===== src/rtl/morse_tx_param_pkg.sv =====
// Shared definitions for the Morse transmitter: FSM states, letter ROM, code range.
// The WGAP state exists only when MORSE_REPEAT_EN is defined.
package morse_tx_param_pkg;

  localparam logic [4:0] MAX_CODE = 5'd25;

  typedef enum logic [2:0] {
    ST_IDLE  = 3'd0,
    ST_MARK  = 3'd1,
    ST_SPACE = 3'd2,
`ifdef MORSE_REPEAT_EN
    ST_LGAP  = 3'd3,
    ST_WGAP  = 3'd4
`else
    ST_LGAP  = 3'd3
`endif
  } state_t;

  // len = element count (1..4); pat is MSB-first, 1 = dash, unused low bits 0
  typedef struct packed {
    logic [2:0] len;
    logic [3:0] pat;
  } morse_sym_t;

  function automatic morse_sym_t morse_lut(input logic [4:0] code);
    morse_sym_t sym;
    case (code)
      5'd0:    sym = {3'd2, 4'b0100};  // A .-
      5'd1:    sym = {3'd4, 4'b1000};  // B -...
      5'd2:    sym = {3'd4, 4'b1010};  // C -.-.
      5'd3:    sym = {3'd3, 4'b1000};  // D -..
      5'd4:    sym = {3'd1, 4'b0000};  // E .
      5'd5:    sym = {3'd4, 4'b0010};  // F ..-.
      5'd6:    sym = {3'd3, 4'b1100};  // G --.
      5'd7:    sym = {3'd4, 4'b0000};  // H ....
      5'd8:    sym = {3'd2, 4'b0000};  // I ..
      5'd9:    sym = {3'd4, 4'b0111};  // J .---
      5'd10:   sym = {3'd3, 4'b1010};  // K -.-
      5'd11:   sym = {3'd4, 4'b0100};  // L .-..
      5'd12:   sym = {3'd2, 4'b1100};  // M --
      5'd13:   sym = {3'd2, 4'b1000};  // N -.
      5'd14:   sym = {3'd3, 4'b1110};  // O ---
      5'd15:   sym = {3'd4, 4'b0110};  // P .--.
      5'd16:   sym = {3'd4, 4'b1101};  // Q --.-
      5'd17:   sym = {3'd3, 4'b0100};  // R .-.
      5'd18:   sym = {3'd3, 4'b0000};  // S ...
      5'd19:   sym = {3'd1, 4'b1000};  // T -
      5'd20:   sym = {3'd3, 4'b0010};  // U ..-
      5'd21:   sym = {3'd4, 4'b0001};  // V ...-
      5'd22:   sym = {3'd3, 4'b0110};  // W .--
      5'd23:   sym = {3'd4, 4'b1001};  // X -..-
      5'd24:   sym = {3'd4, 4'b1011};  // Y -.--
      5'd25:   sym = {3'd4, 4'b1100};  // Z --..
      default: sym = {3'd1, 4'b0000};
    endcase
    return sym;
  endfunction

endpackage


===== src/rtl/morse_tx_param_unit_tick.sv =====
// Unit prescaler: counts 0..CLK_PER_UNIT-1 and flags the last cycle of each unit.
// clear holds the count at zero so a new phase always starts on a unit boundary.
module morse_unit_tick #(
  parameter int CLK_PER_UNIT = 25_000_000
) (
  input  logic clk,
  input  logic reset,
  input  logic clear,
  output logic unit_tick
);

  localparam int CW = $clog2(CLK_PER_UNIT);
  localparam logic [CW-1:0] LAST = CW'(CLK_PER_UNIT - 1);

  logic [CW-1:0] cnt_r;

  // prescaler count, reloaded explicitly at the end of each unit
  always_ff @(posedge clk) begin
    if (!reset || clear) begin
      cnt_r <= '0;
    end else if (cnt_r == LAST) begin
      cnt_r <= '0;
    end else begin
      cnt_r <= cnt_r + CW'(1);
    end
  end

  assign unit_tick = (cnt_r == LAST);

endmodule


===== src/rtl/morse_tx_param.sv =====
// Parametrised Morse letter transmitter with start/busy/done/err handshake.
// Define MORSE_REPEAT_EN to add the rpt port and beacon (word-gap + replay) mode.
module morse_tx_param
  import morse_tx_param_pkg::*;
#(
  parameter int CLK_PER_UNIT   = 25_000_000,
  parameter int DASH_UNITS     = 3,
  parameter int SYM_GAP_UNITS  = 1,
  parameter int LTR_GAP_UNITS  = 3,
  parameter int WORD_GAP_UNITS = 7
) (
  input  logic       clk,
  input  logic       reset,
  input  logic       start,
  input  logic [4:0] code,
`ifdef MORSE_REPEAT_EN
  input  logic       rpt,
`endif
  output logic       led,
  output logic       busy,
  output logic       done,
  output logic       err
);

  state_t     state_r, state_s;
  morse_sym_t sym_r;
  logic [1:0] elem_r;
  logic [3:0] unit_r;
  logic [3:0] target_s;
  logic       tick_s, clear_s, phase_end_s, last_elem_s, cur_dash_s;
  logic       led_s, busy_s, done_s, err_s;

  assign clear_s     = (state_r == ST_IDLE);
  assign cur_dash_s  = sym_r.pat[2'd3 - elem_r];
  assign last_elem_s = ({1'b0, elem_r} == (sym_r.len - 3'd1));
  assign phase_end_s = tick_s && (unit_r == (target_s - 4'd1));

  morse_unit_tick #(.CLK_PER_UNIT(CLK_PER_UNIT)) u_tick (
    .clk       (clk),
    .reset     (reset),
    .clear     (clear_s),
    .unit_tick (tick_s)
  );

  // length of the current phase in units
  always_comb begin
    target_s = 4'd1;
    case (state_r)
      ST_MARK:  target_s = cur_dash_s ? 4'(DASH_UNITS) : 4'd1;
      ST_SPACE: target_s = 4'(SYM_GAP_UNITS);
      ST_LGAP:  target_s = 4'(LTR_GAP_UNITS);
`ifdef MORSE_REPEAT_EN
      ST_WGAP:  target_s = 4'(WORD_GAP_UNITS - LTR_GAP_UNITS);
`endif
      default:  target_s = 4'd1;
    endcase
  end

  // state register and registered outputs
  always_ff @(posedge clk) begin
    if (!reset) begin
      state_r <= ST_IDLE;
      led     <= 1'b0;
      busy    <= 1'b0;
      done    <= 1'b0;
      err     <= 1'b0;
    end else begin
      state_r <= state_s;
      led     <= led_s;
      busy    <= busy_s;
      done    <= done_s;
      err     <= err_s;
    end
  end

  // next-state logic
  always_comb begin
    state_s = state_r;
    case (state_r)
      ST_IDLE: begin
        if (start && (code <= MAX_CODE)) state_s = ST_MARK;
        else                             state_s = ST_IDLE;
      end
      ST_MARK: begin
        if (phase_end_s) state_s = last_elem_s ? ST_LGAP : ST_SPACE;
        else             state_s = ST_MARK;
      end
      ST_SPACE: begin
        if (phase_end_s) state_s = ST_MARK;
        else             state_s = ST_SPACE;
      end
      ST_LGAP: begin
`ifdef MORSE_REPEAT_EN
        if (phase_end_s) state_s = rpt ? ST_WGAP : ST_IDLE;
`else
        if (phase_end_s) state_s = ST_IDLE;
`endif
        else             state_s = ST_LGAP;
      end
`ifdef MORSE_REPEAT_EN
      ST_WGAP: begin
        if (phase_end_s) state_s = ST_MARK;
        else             state_s = ST_WGAP;
      end
`endif
      default: state_s = ST_IDLE;
    endcase
  end

  // output decode, registered next cycle so outputs line up with the new state
  always_comb begin
    led_s  = (state_s == ST_MARK);
    busy_s = (state_s != ST_IDLE);
    done_s = (state_r == ST_LGAP) && phase_end_s;
    err_s  = (state_r == ST_IDLE) && start && (code > MAX_CODE);
  end

  // unit/element counters and latched letter
  always_ff @(posedge clk) begin
    if (!reset) begin
      sym_r  <= '0;
      elem_r <= 2'd0;
      unit_r <= 4'd0;
    end else if (state_r == ST_IDLE) begin
      elem_r <= 2'd0;
      unit_r <= 4'd0;
      if (start && (code <= MAX_CODE)) sym_r <= morse_lut(code);
      else                             sym_r <= sym_r;
    end else if (phase_end_s) begin
      unit_r <= 4'd0;
      sym_r  <= sym_r;
      if (state_r == ST_SPACE)     elem_r <= elem_r + 2'd1;
      else if (state_r == ST_LGAP) elem_r <= 2'd0;
      else                         elem_r <= elem_r;
    end else begin
      sym_r  <= sym_r;
      elem_r <= elem_r;
      if (tick_s) unit_r <= unit_r + 4'd1;
      else        unit_r <= unit_r;
    end
  end

endmodule


===== config.mk =====
export PLATFORM = sky130hd
export DESIGN_NAME = morse_tx_param
export DESIGN_NICKNAME = d
export VERILOG_FILES = /design/src/rtl/morse_tx_param_pkg.sv /design/src/rtl/morse_tx_param_unit_tick.sv /design/src/rtl/morse_tx_param.sv
export SDC_FILE = /design/constraint.sdc
export NUM_CORES = 1
export LEC_CHECK = 0
export CAP_MARGIN = 40
export CORE_MARGIN = 5
export CORE_UTILIZATION = 54
export CTS_CLUSTER_SIZE = 25
export DETAILED_ROUTE_END_ITERATION = 10
export PLACE_DENSITY = 0.72
export REMOVE_ABC_BUFFERS = 1
export SETUP_SLACK_MARGIN = 0.2
export SLEW_MARGIN = 20
export SYNTH_ARGS = -nofsm -noshare
export SYNTH_HDL_FRONTEND = slang
export SYNTH_SLANG_ARGS = --single-unit

===== constraint.sdc =====
create_clock -name clk -period 2.35 [get_ports clk]
set_clock_uncertainty 0.15 [all_clocks]
set_input_delay 0.235 -clock clk [delete_from_list [all_inputs] [get_ports clk]]
set_output_delay 0.235 -clock clk [all_outputs]
set_load 0.005 [all_outputs]

After elaboration in Yosys (flattened, before gate mapping):

Memories as Yosys holds them, arrays and structs flattened. A register that Yosys moved wholly into a read port is not among the register bits.
Cells that the tools add are included.

* order comparisons: 3
* reduce and logical (&&, ||, !) cells: 16
* equality and inequality tests: 7
* add/subtract/negate cells: 6
* multiplexer cells: 12
* bitwise logic cells: 1

Operators with widths (number)
* $add A25 B1 Y25 const B: 1
* $eq A25 B25 Y1 const B: 1
* $mux W2: 6
* $pmux W3 S4: 1
* $eq A3 B1 Y1 const B: 2
* $eq A3 B2 Y1 const B: 2
* $gt A5 B5 Y1 const B: 1
* $le A5 B5 Y1 const B: 1
* $logic_and A1 B1 Y1: 5
* $add A4 B1 Y4 const B: 1
* $eq A4 B4 Y1: 1
* $pmux W2 S2: 1
* $reduce_and A2 Y1: 2
* $reduce_or A2 Y1: 2
* $sub A4 B1 Y4 const B: 1
* $eq A2 B3 Y1: 1
* $logic_not A3 Y1: 1
* $lt A2 B3 Y1 const B: 1
* $mux W1: 3
* $reduce_bool A3 Y1: 1
* $reduce_or A3 Y1: 1
* $sub A3 B1 Y3 const B: 1
* $add A2 B1 Y2 const B: 1
* $bmux W1 S2: 1
* 5 further kinds: 6

* bits of input ports: 8
* logic and storage cells: 54
* ROM bits: 224
* bits in registers: 38
* memories: 1

Memories
* (no name shown): words 32, bits a word 7, read ports 1, clocked after Yosys merged registers in 1, wr ports 0, line morse_tx_param_pkg.sv:27 `case (code)`

Logic depth before layout (Yosys ltp):

Gate-level depths: netlist (run 1).

* word-level depth: 11
* depth in mapped cells: 8
* depth with buffers taken out: 7

Modules after synthesis:

From an unflattened synthesis (run 1), not the netlist that was laid out.

* cell total of the unflattened synthesis: 333
* area total of the unflattened synthesis: 2782.7 µm²

By module, submodules not included
* morse_tx_param: area each 1522.7 µm², seq. area each 380.4 µm², cells each 183, instances 1
* morse_unit_tick: area each 1260.0 µm², seq. area each 500.5 µm², cells each 150, instances 1

Least setup slack after synthesis (run 1):

OpenSTA, ideal clock, no wires.

* path kind: flip-flop to flip-flop
* from: register u_tick.cnt_r[10]
* to: register busy
* library setup time: 116 ps
* data arrival time: 1776 ps
* period minus slack after synthesis: 2042 ps
* slack: 308 ps
* data required time: 2084 ps
* stages on the path, launching flop included: 7
* cell sequence: dfxtp_1 -> or4b_4 -> nor4_4 -> and2_2 -> buf_4 -> nand3_1 -> o211a_1

* word-level cells in the longest chain between the ends: 5
* elaborated cells between the ends (all ways): 7
* classes of those cells: eq/ne (1); mux (4); reduce/logical (2)

Ends and longest elaborated chain
* from (decl): line morse_tx_param_unit_tick.sv:15 `logic [CW-1:0] cnt_r;`
* from (signal assigned): line morse_tx_param_unit_tick.sv:24 `cnt_r <= cnt_r + CW'(1);`
* $eq A25 B25 Y1 (*): line morse_tx_param_unit_tick.sv:28 `assign unit_tick = (cnt_r == LAST);`
* $logic_and A1 B1 Y1 (*): line morse_tx_param.sv:36 `assign phase_end_s = tick_s && (unit_r == (target_s - 4'd1));`
* $mux W2, on equally long branches: line morse_tx_param.sv:96, morse_tx_param.sv:85, morse_tx_param.sv:89
* $pmux W3 S4 (*): line morse_tx_param.sv:79 `case (state_r)`
* $reduce_bool A3 Y1 (*): line morse_tx_param.sv:113 `busy_s = (state_s != ST_IDLE);`
* to (signal assigned): line morse_tx_param.sv:70 `busy <= busy_s;`
* to (decl): line morse_tx_param.sv:20 `output logic busy,`

Mark *: on every way between the ends. The rest lies on a longest branch, timed or not.
A chain may end at the register's enable or synchronous reset.

Worst setup path after layout (run 1):

* from: register u_tick.cnt_r[7]
* to: register elem_r[1]

* word-level cells in the longest chain between the ends: 3

Ends and longest elaborated chain
* $eq A25 B25 Y1: line morse_tx_param_unit_tick.sv:28
* $logic_and A1 B1 Y1: line morse_tx_param.sv:36
* $reduce_and A2 Y1 (no line)
* to (signal assigned): line morse_tx_param.sv:132 `if (state_r == ST_SPACE) elem_r <= elem_r + 2'd1;`
* to (signal assigned): line morse_tx_param.sv:134 `else elem_r <= elem_r;`
* to (signal assigned): line morse_tx_param.sv:137 `elem_r <= elem_r;`
* to (decl): line morse_tx_param.sv:27 `logic [1:0] elem_r;`

No other way between the ends.

==> metrics.cfg, run 1 <==
[hold_path]
hold_start = sym_r[1]
hp-class = flop to flop

[timing]
rsz0062_at_grt = true
hold_viol = 0
tightest_slew_ns = 0.648
timing.fmax_ghz = 0.472
fin_tns_setup_ns = 0
relSlewSlack_pct = 56.6
min_period_ns = 2.12
setup_violations = 0
maxSlewViolCount = 0
min_period_over_period_pct = 90.2

[worst_setup_path]
path_cells = or4_4 -> nor4_4 -> nand3_2 -> or3b_1 -> a31oi_1
path_class = flop to flop
setup.worst_path.start = u_tick.cnt_r[7]
regToRegStartpoint = u_tick.cnt_r[7]
cp-end-kind = flop
critical-path-slowest-cell = or4_4
start_kind = flop
critPathRequiredTime_ns = 2.42
crit_fanout = 6
cp_top_family = simple AND/OR/NAND/NOR gates
worst_path_largest_cell_delay_ns = 0.52
cp_num_buf_inv = 0
crit_arrival_ns = 2.19

[die]
die_w_um = 79.8
top_level_ports = 12
dieArea_sq_um = 6370
rows = 25
start_util_pct = 55.7
fp.coreArea_sq_um = 4720
die_h_um = 79.8

[route]
first_iter_violations = 198
vias = 2332
vias_per_cell = 5.65
post_drt_wl_per_cell_um = 13.5
drt-pass1-iter-count = 5
ant_nets = 0
route.detailed.drc = 0
wl_um = 5580

[power_and_ir_drop]
vdd_ir_drop_max_mv = 0.559
leakagePower_nw = 1.07
p_seq_share_pct = 50.2
swShare_pct = 24.2
switching_power_w = 0.000374
p_per_area_nw_per_um2 = 508
pwr-share-clk_pct = 37.1
internal_power_w = 0.00117
combPwrFrac_pct = 12.7
p_total_w = 0.00154

[clocking]
cts_hold_buffers = 0
cts_tree = done
clock_latency_ns = 0.29
htreeDepth = 2
path_clk_slew_ns = 0.09
cts.sinks = 44
clockBufferDepth = 2
cts_inserted_buffers = 5
cts_root_buf = clkbuf_8

[global_route]
grt_max_degree = 26
antenna_found_initial = 0
grt-ovfl-total = 0
grt_pass1_wl_um = 9970
grtUsageTotal_pct = 19.1
grt_pass1_vias = 2261

[placement]
port_buffers = 11
gp_congestion = 0.885
hpwl_um = 4100

[layout]
syn_to_final_growth_pct = 15.4
nNetsFinal = 363
drive_above_1_share_pct = 15.9
diodes = 0
final_common_cell = dfxtp_1
final_cell_mix = 41 x dfxtp_1, 37 x nor2_1, 32 x nand2_1

[status]
outcome = complete, no violations

[synthesis]
yosys_warnings = 0
netlist_instances = 327
ys.flop_type = dfxtp_1
syn_area_sq_um = 2630
synth-seq-cells = 44
syn_area_per_cell_sq_um = 8.05
synthDistinctLibCells = 53
synth.yosys.seq_area_share_pct = 33.5
synth-edff-count = 0
postSynth.asyncResetShare_pct = 0

[run]
drv_cap = 0

-- state kept, by name, summed over array words and instances, names as in the netlist --
register,cells
u_tick.cnt_r,25
sym_r,7
unit_r,4
elem_r,2
state_r,2
busy,1
done,1
err,1
led,1
-- final cells by class --
class                      count  area [sq um]
fill                         401          1680
multi-input combinational    250          1640
sequential                    44           887
inverter                      14          52.6
clock inverter                 3          42.5
timing repair buffer          30           265
clock buffer                   5          68.8
tap                           67          83.8
-- power groups by stage --
stage	clock network (W)	registers [W]	logic, W
after floorplan	0	0.000791	0.000111
final	0.000574	0.000775	0.000196
after global placement	0	0.000794	0.000193
after global routing	0.000629	0.000778	0.000218
after CTS	0.000588	0.000777	0.000196
after detailed placement	0	0.000794	0.000195
-- what timing repair did --
action	CTS	global route
pin swaps	2	6
buffers inserted	0	2
resized for setup	1	9
endpoints found under the setup margin	1	26
-- metal layers --
| metal | global-route usage (%) | vias to the layer above | routed length (um) |
|---|---|---|---|
| met3 | 3.84 | 8 | 192 |
| li1 | - | 1195 | - |
| met1 | 24.1 | 1081 | 2550 |
| met2 | 32.9 | 48 | 2760 |
| met4 | 5.24 | 0 | 79 |
| met5 | 0 | - | 0 |
-- per-stage QoR --
step / hold slack [ns] / instance area [sq um] / util, % / setup slack, ns / instances
2_1_floorplan: 0.218 / 2550 / - / 0.305 / 308
3_3_place_gp: 0.289 / 2890 / 61.1 / 0.112 / 403
3_5_place_dp: 0.297 / 2890 / 61.1 / 0.0531 / 403
4_1_cts: 0.309 / 3000 / 63.5 / 0.206 / 411
5_1_grt: 0.329 / 3040 / 64.3 / 0.144 / 413
6_report: 0.311 / 3040 / 64.3 / 0.231 / 413
-- path summary, 6_finish.rpt --
path	to	slack [ns]	cells past startpoint
setup reg to reg	elem_r[1]	0.23	5
hold / removal	sym_r[1]	0.31	2
hold reg to reg	sym_r[1]	0.31	2
setup / recovery	elem_r[1]	0.23	5
-- cells by family (layout without fill, tap and decap cells) --
family | Yosys count | in the layout | synth area share [%]
adders and majority gates | 10 | 10 | 4.75
muxes | 7 | 7 | 3.75
xor gates and xnor gates | 26 | 26 | 8.65
and+or+nand+nor | 150 | 150 | 30.4
AOI/OAI and AO/OA | 57 | 57 | 13.9
buffers and inverters | 33 | 52 | 5.04
DFF | 44 | 44 | 33.5
-- worst register-to-register path, stage by stage, from the launching register on --
cell,delay (ns)
dfxtp_2,0.36
or4_4,0.52
nor4_4,0.36
nand3_2,0.13
or3b_1,0.38
a31oi_1,0.15
-- synthesized netlist by cell type (3+ instances only) --
library cell / count / area, sq um
inv_1: 14 / 52.6
nand4_1: 14 / 87.6
nor3_1: 8 / 40.0
and4_1: 4 / 35.0
buf_2: 4 / 20.0
a31o_2: 3 / 26.3
mux2_2: 3 / 33.8
nor4_1: 4 / 25.0
xor2_1: 19 / 166
nor2_1: 38 / 143
ha_1: 10 / 125
clkbuf_1: 13 / 48.8
o21ai_0: 10 / 50.1
nand2b_1: 4 / 25.0
o221ai_1: 3 / 26.3
or3_1: 5 / 31.3
a211oi_1: 3 / 22.5
nand3_1: 16 / 80.1
nand2_1: 32 / 120
dfxtp_1: 44 / 881
o211ai_1: 4 / 30.0
a21oi_1: 18 / 90.1
or2_2: 5 / 31.3
o22ai_1: 4 / 25.0
xnor2_1: 7 / 61.3
and3_1: 3 / 18.8
a31oi_1: 3 / 18.8
Note: power is estimated with default switching activity, not from simulation.
==> run 2: changes to the inputs <==
CORE_UTILIZATION = 40   (was 54)
PLACE_DENSITY = not set   (was 0.72)
==> run 2 against run 1 <==
First-iteration DRC count decreased by 54%. Critical path depth did not move. Maximum frequency decreased by 1.2%. Total power is 0.76% higher. Non-clock buffer count up 5. Global-route usage shrank 5.1 points. Sequential share of layout area decreased by 0.26 points. Cell count is 3.6% higher. Largest power group unchanged. Combinational power barely moved.
==> metrics.cfg, run 2 (same netlist as run 1, synthesis figures left out) <==
[status]
outcome = complete, no violations

[route]
drt-pass1-iter-count = 5
wl_um = 5890
vias = 2379
first_iter_violations = 92
ant_nets = 0
vias_per_cell = 5.56
post_drt_wl_per_cell_um = 13.8
route.detailed.drc = 0

[layout]
final_area_sq_um = 3050
final_cell_mix = 43 x dfxtp_1, 38 x nor2_1, 32 x nand2_1
regMostFlops = u_tick.cnt_r
fin_util_pct = 47.7
final_common_cell = dfxtp_1
drive_above_1_share_pct = 15.1
largest_reg_flops = 25
diodes = 0
syn_to_final_growth_pct = 15.8
nNetsFinal = 368
largestRegisters = u_tick.cnt_r (25), sym_r (7), unit_r (4)

[worst_setup_path]
crit_arrival_ns = 2.19
path_class = flop to flop
cp_top_family = simple AND/OR/NAND/NOR gates
critical-path-slowest-cell = or4b_4
crit_fanout = 6
critPathRequiredTime_ns = 2.40
path_cells = or4b_4 -> nor4_4 -> and2_4 -> nand3_1 -> o211a_1
worst_path_largest_cell_delay_ns = 0.54
cp_num_buf_inv = 0
start_kind = flop
cp-end-kind = flop

[power_and_ir_drop]
pwr-share-clk_pct = 37.5
switching_power_w = 0.000384
internal_power_w = 0.00117
leakagePower_nw = 1.09
vdd_ir_drop_max_mv = 0.409
swShare_pct = 24.7
p_total_w = 0.00156
p_seq_share_pct = 49.9
p_per_area_nw_per_um2 = 510
combPwrFrac_pct = 12.6

[placement]
port_buffers = 11
placedInstanceArea_sq_um = 2920
hpwl_um = 4340
gp_congestion = 0.853

[die]
die_w_um = 91.1
start_util_pct = 41.2
fp.coreArea_sq_um = 6390
dieArea_sq_um = 8300
top_level_ports = 12
rows = 29
die_h_um = 91.1

[timing]
tightest_slew_ns = 0.552
relSlewSlack_pct = 62.8
rsz0062_at_grt = true
setup_violations = 0
min_period_over_period_pct = 91.2
fin_tns_setup_ns = 0
hold_viol = 0
holdWs_ns = 0.308
min_period_ns = 2.14
maxSlewViolCount = 0
timing.fmax_ghz = 0.466

[run]
drv_cap = 0

[clocking]
cts_inserted_buffers = 5
cts_tree = done
clock_latency_ns = 0.30
htreeDepth = 2
cts.sinks = 44
cts_root_buf = clkbuf_8
path_clk_slew_ns = 0.08
clockBufferDepth = 2
cts_hold_buffers = 0

[global_route]
grt_max_degree = 19
grt_pass1_wl_um = 10000
grt-ovfl-total = 0
grtUsageTotal_pct = 14.0
grt_pass1_vias = 2184
antenna_found_initial = 0

[hold_path]
hp-class = flop to flop

-- run 2: worst reg2reg max path, delay by kind of cell, from the launching register on --
kind,cells,cell delay [ns]
compound gates,1,0.24
simple gates,4,1.30
flops,1,0.35
-- run 2: final timing paths --
path | start | to | slack (ns) | cells past startpoint
worst max-delay path | u_tick.cnt_r[15] | busy | 0.21 | 5
worst min-delay path | sym_r[0] | sym_r[0] | 0.31 | 2
worst max register to register | u_tick.cnt_r[15] | busy | 0.21 | 5
worst min register to register | sym_r[0] | sym_r[0] | 0.31 | 2
-- run 2: per-stage QoR --
stage / cells / setup slack [ns]
4_1_cts: 427 / 0.200
5_1_grt: 428 / 0.108
3_5_place_dp: 418 / 0.0886
2_1_floorplan: 308 / 0.305
6_report: 428 / 0.206
3_3_place_gp: 418 / 0.107
-- run 2: routing by layer --
metal / wire, um / track usage (%) / part of all wire [%]
met5: 0 / 0 / 0
met4: 51 / 3.18 / 0.87
met3: 197 / 2.89 / 3.3
met2: 2740 / 23.3 / 46
met1: 2910 / 18.7 / 49
-- run 2: area by class of cell --
cell class	count	area, sq um
fillers	638	3340
multi-input cells	250	1620
flip-flops and latches	44	882
repair buffers	35	290
well taps	77	96.3
clock buffers	6	72.6
inverters	14	52.6
clock inverters	2	35.0
-- run 2: power by group through the flow --
stage | combinational [W] | clock, W | sequential (W)
floorplan | 0.000111 | 0 | 0.000791
global placement | 0.000196 | 0 | 0.000795
detailed placement | 0.000196 | 0 | 0.000794
CTS | 0.000197 | 0.000595 | 0.000777
global route | 0.000219 | 0.000623 | 0.000780
finish | 0.000197 | 0.000583 | 0.000777
-- run 2: repair_timing --
item | in CTS | in global routing
buffers inserted | 1 | 1
endpoints found under the hold margin | 0 | 0
setup endpoints to repair | 3 | 6
pin swaps | 2 | 1
resized for setup | 1 | 1
==> run 3: changes to the inputs <==
CAP_MARGIN = 10   (was 40)
CORE_UTILIZATION = 55   (was 40)
PLACE_DENSITY = 0.74   (was not set)
==> run 3 against run 2 <==
First-iteration DRC count grew 54%. Cell area shrank 0.62%. Sequential cell count is the same. Non-clock buffer count shrank 3. Register-to-register slack is essentially flat. Utilization grew 17 points. Clock power shrank 2%. Global-route usage grew 6.0 points. Critical endpoint is now elem_r[1]. Largest cell class unchanged.
==> metrics.cfg, run 3 (same netlist as run 1, synthesis figures left out) <==
[worst_setup_path]
rr_endpoint = elem_r[1]
ff2ff_path_depth = 5
cp-end-kind = flop
setup.worst_path.start = u_tick.cnt_r[17]
crit_arrival_ns = 2.23
critPathRequiredTime_ns = 2.43
start_kind = flop
crit_fanout = 4
regToRegStartpoint = u_tick.cnt_r[17]
rrSetupSlack_ns = 0.21
path_class = flop to flop

[layout]
fin_util_pct = 64.6
final_common_cell = dfxtp_1
regMostFlops = u_tick.cnt_r
diodes = 0
drive_above_1_share_pct = 17.0
final_cell_mix = 39 x dfxtp_1, 37 x nor2_1, 31 x nand2_1
largestRegisters = u_tick.cnt_r (25), sym_r (7), unit_r (4)
largest_reg_flops = 25
nNetsFinal = 365
syn_to_final_growth_pct = 15.1

[hold_path]
hold_depth = 1
hold_start = u_tick.cnt_r[0]
hp-class = flop to flop
min_to = u_tick.cnt_r[0]

[route]
wl_um = 5640
route.detailed.drc = 0
ant_nets = 0
first_iter_violations = 142
post_drt_wl_per_cell_um = 14.0
vias = 2362
vias_per_cell = 5.88
drt-pass1-iter-count = 4

[global_route]
grt_max_degree = 18
grtUsageTotal_pct = 20.0
grt-ovfl-total = 0
antenna_found_initial = 0
grt_pass1_wl_um = 10200
grt_pass1_vias = 2356

[power_and_ir_drop]
p_seq_share_pct = 50.3
vdd_ir_drop_max_mv = 0.415
leakagePower_nw = 1.07
pwr-share-clk_pct = 37.0
combPwrFrac_pct = 12.8
p_per_area_nw_per_um2 = 509
swShare_pct = 24.1
internal_power_w = 0.00117
switching_power_w = 0.000371

[timing]
holdWs_ns = 0.282
maxSlewViolCount = 0
fin_tns_setup_ns = 0
fin_ws_ns = 0.208
timing.fmax_ghz = 0.467
min_period_ns = 2.14
setup_violations = 0
tightest_slew_ns = 0.663
min_period_over_period_pct = 91.1
relSlewSlack_pct = 55.6
hold_viol = 0
rsz0062_at_grt = true

[clocking]
htreeDepth = 2
cts.sinks = 44
cts_tree = done
path_clk_slew_ns = 0.09
cts_inserted_buffers = 5
cts_root_buf = clkbuf_8
clockBufferDepth = 2
clock_latency_ns = 0.30

[run]
drv_cap = 0

[die]
fp.coreArea_sq_um = 4690
start_util_pct = 56.1
rows = 25
top_level_ports = 12
dieArea_sq_um = 6270
die_h_um = 79.2
die_w_um = 79.2

[placement]
gp_congestion = 0.901
pre_cts_ws_ns = -0.00488
hpwl_um = 4080
port_buffers = 11

[status]
outcome = complete, no violations

[run 3: changes by cell type in the layout (fill, tap and decap cells not counted), moves of 2 or more]
| cell | delta |
|---|---|
| buf_4 | -5 |
| dfxtp_1 | -4 |
| dfxtp_2 | +3 |
| buf_6 | +2 |
[run 3: worst max-delay path by stage]
stage                            to  slack, ns
after floorplan           unit_r[0]       0.31
after global placement         busy       0.04
after detailed placement   sym_r[3]     -0.005
after CTS                       led       0.20
after global routing      unit_r[3]       0.10
final                     elem_r[1]       0.21
[run 3: area by class of cell]
class | count | area, sq um
fill | 404 | 1660
multi-input combinational | 250 | 1640
sequential | 44 | 890
timing repair buffer | 32 | 275
clock buffer | 6 | 72.6
tap | 54 | 67.6
inverter | 14 | 52.6
clock inverter | 2 | 35.0
[run 3: critical path, cell delays in order (launching register included)]
cell and delay (ns):
dfxtp_2 0.34, or4b_4 0.54, nor4_4 0.38, nand3_2 0.13
or3b_1 0.40, a31oi_1 0.13
[run 3: power by group through the flow]
stage          clock (W)  combinational [W]  sequential, W
2_1_floorplan          0           0.000111       0.000791
3_3_place_gp           0           0.000190       0.000794
3_5_place_dp           0           0.000193       0.000794
4_1_cts         0.000584           0.000194       0.000776
5_1_grt         0.000624           0.000222       0.000779
6_report        0.000570           0.000197       0.000776
[run 3: timing repair]
item,in CTS,in global routing
gates resized for setup,1,13
endpoints found under the setup margin,2,38
pin swaps,2,6
buffers inserted,1,4
hold buffers,0,0
[run 3: through the flow]
step	std cells	total power, W	area, sq um
floorplan	308	0.000902	2550
global placement	389	0.000984	2850
detailed placement	389	0.000987	2850
CTS	398	0.00155	2970
global route	402	0.00162	3030
finish	402	0.00154	3030
[run 3: metal layers]
metal | track usage, % | vias to the layer above | wire, um
li1 | - | 1200 | -
met1 | 24.0 | 1111 | 2520
met2 | 34.0 | 43 | 2840
met3 | 3.85 | 8 | 202
met4 | 10.1 | 0 | 80
met5 | 0 | - | 0
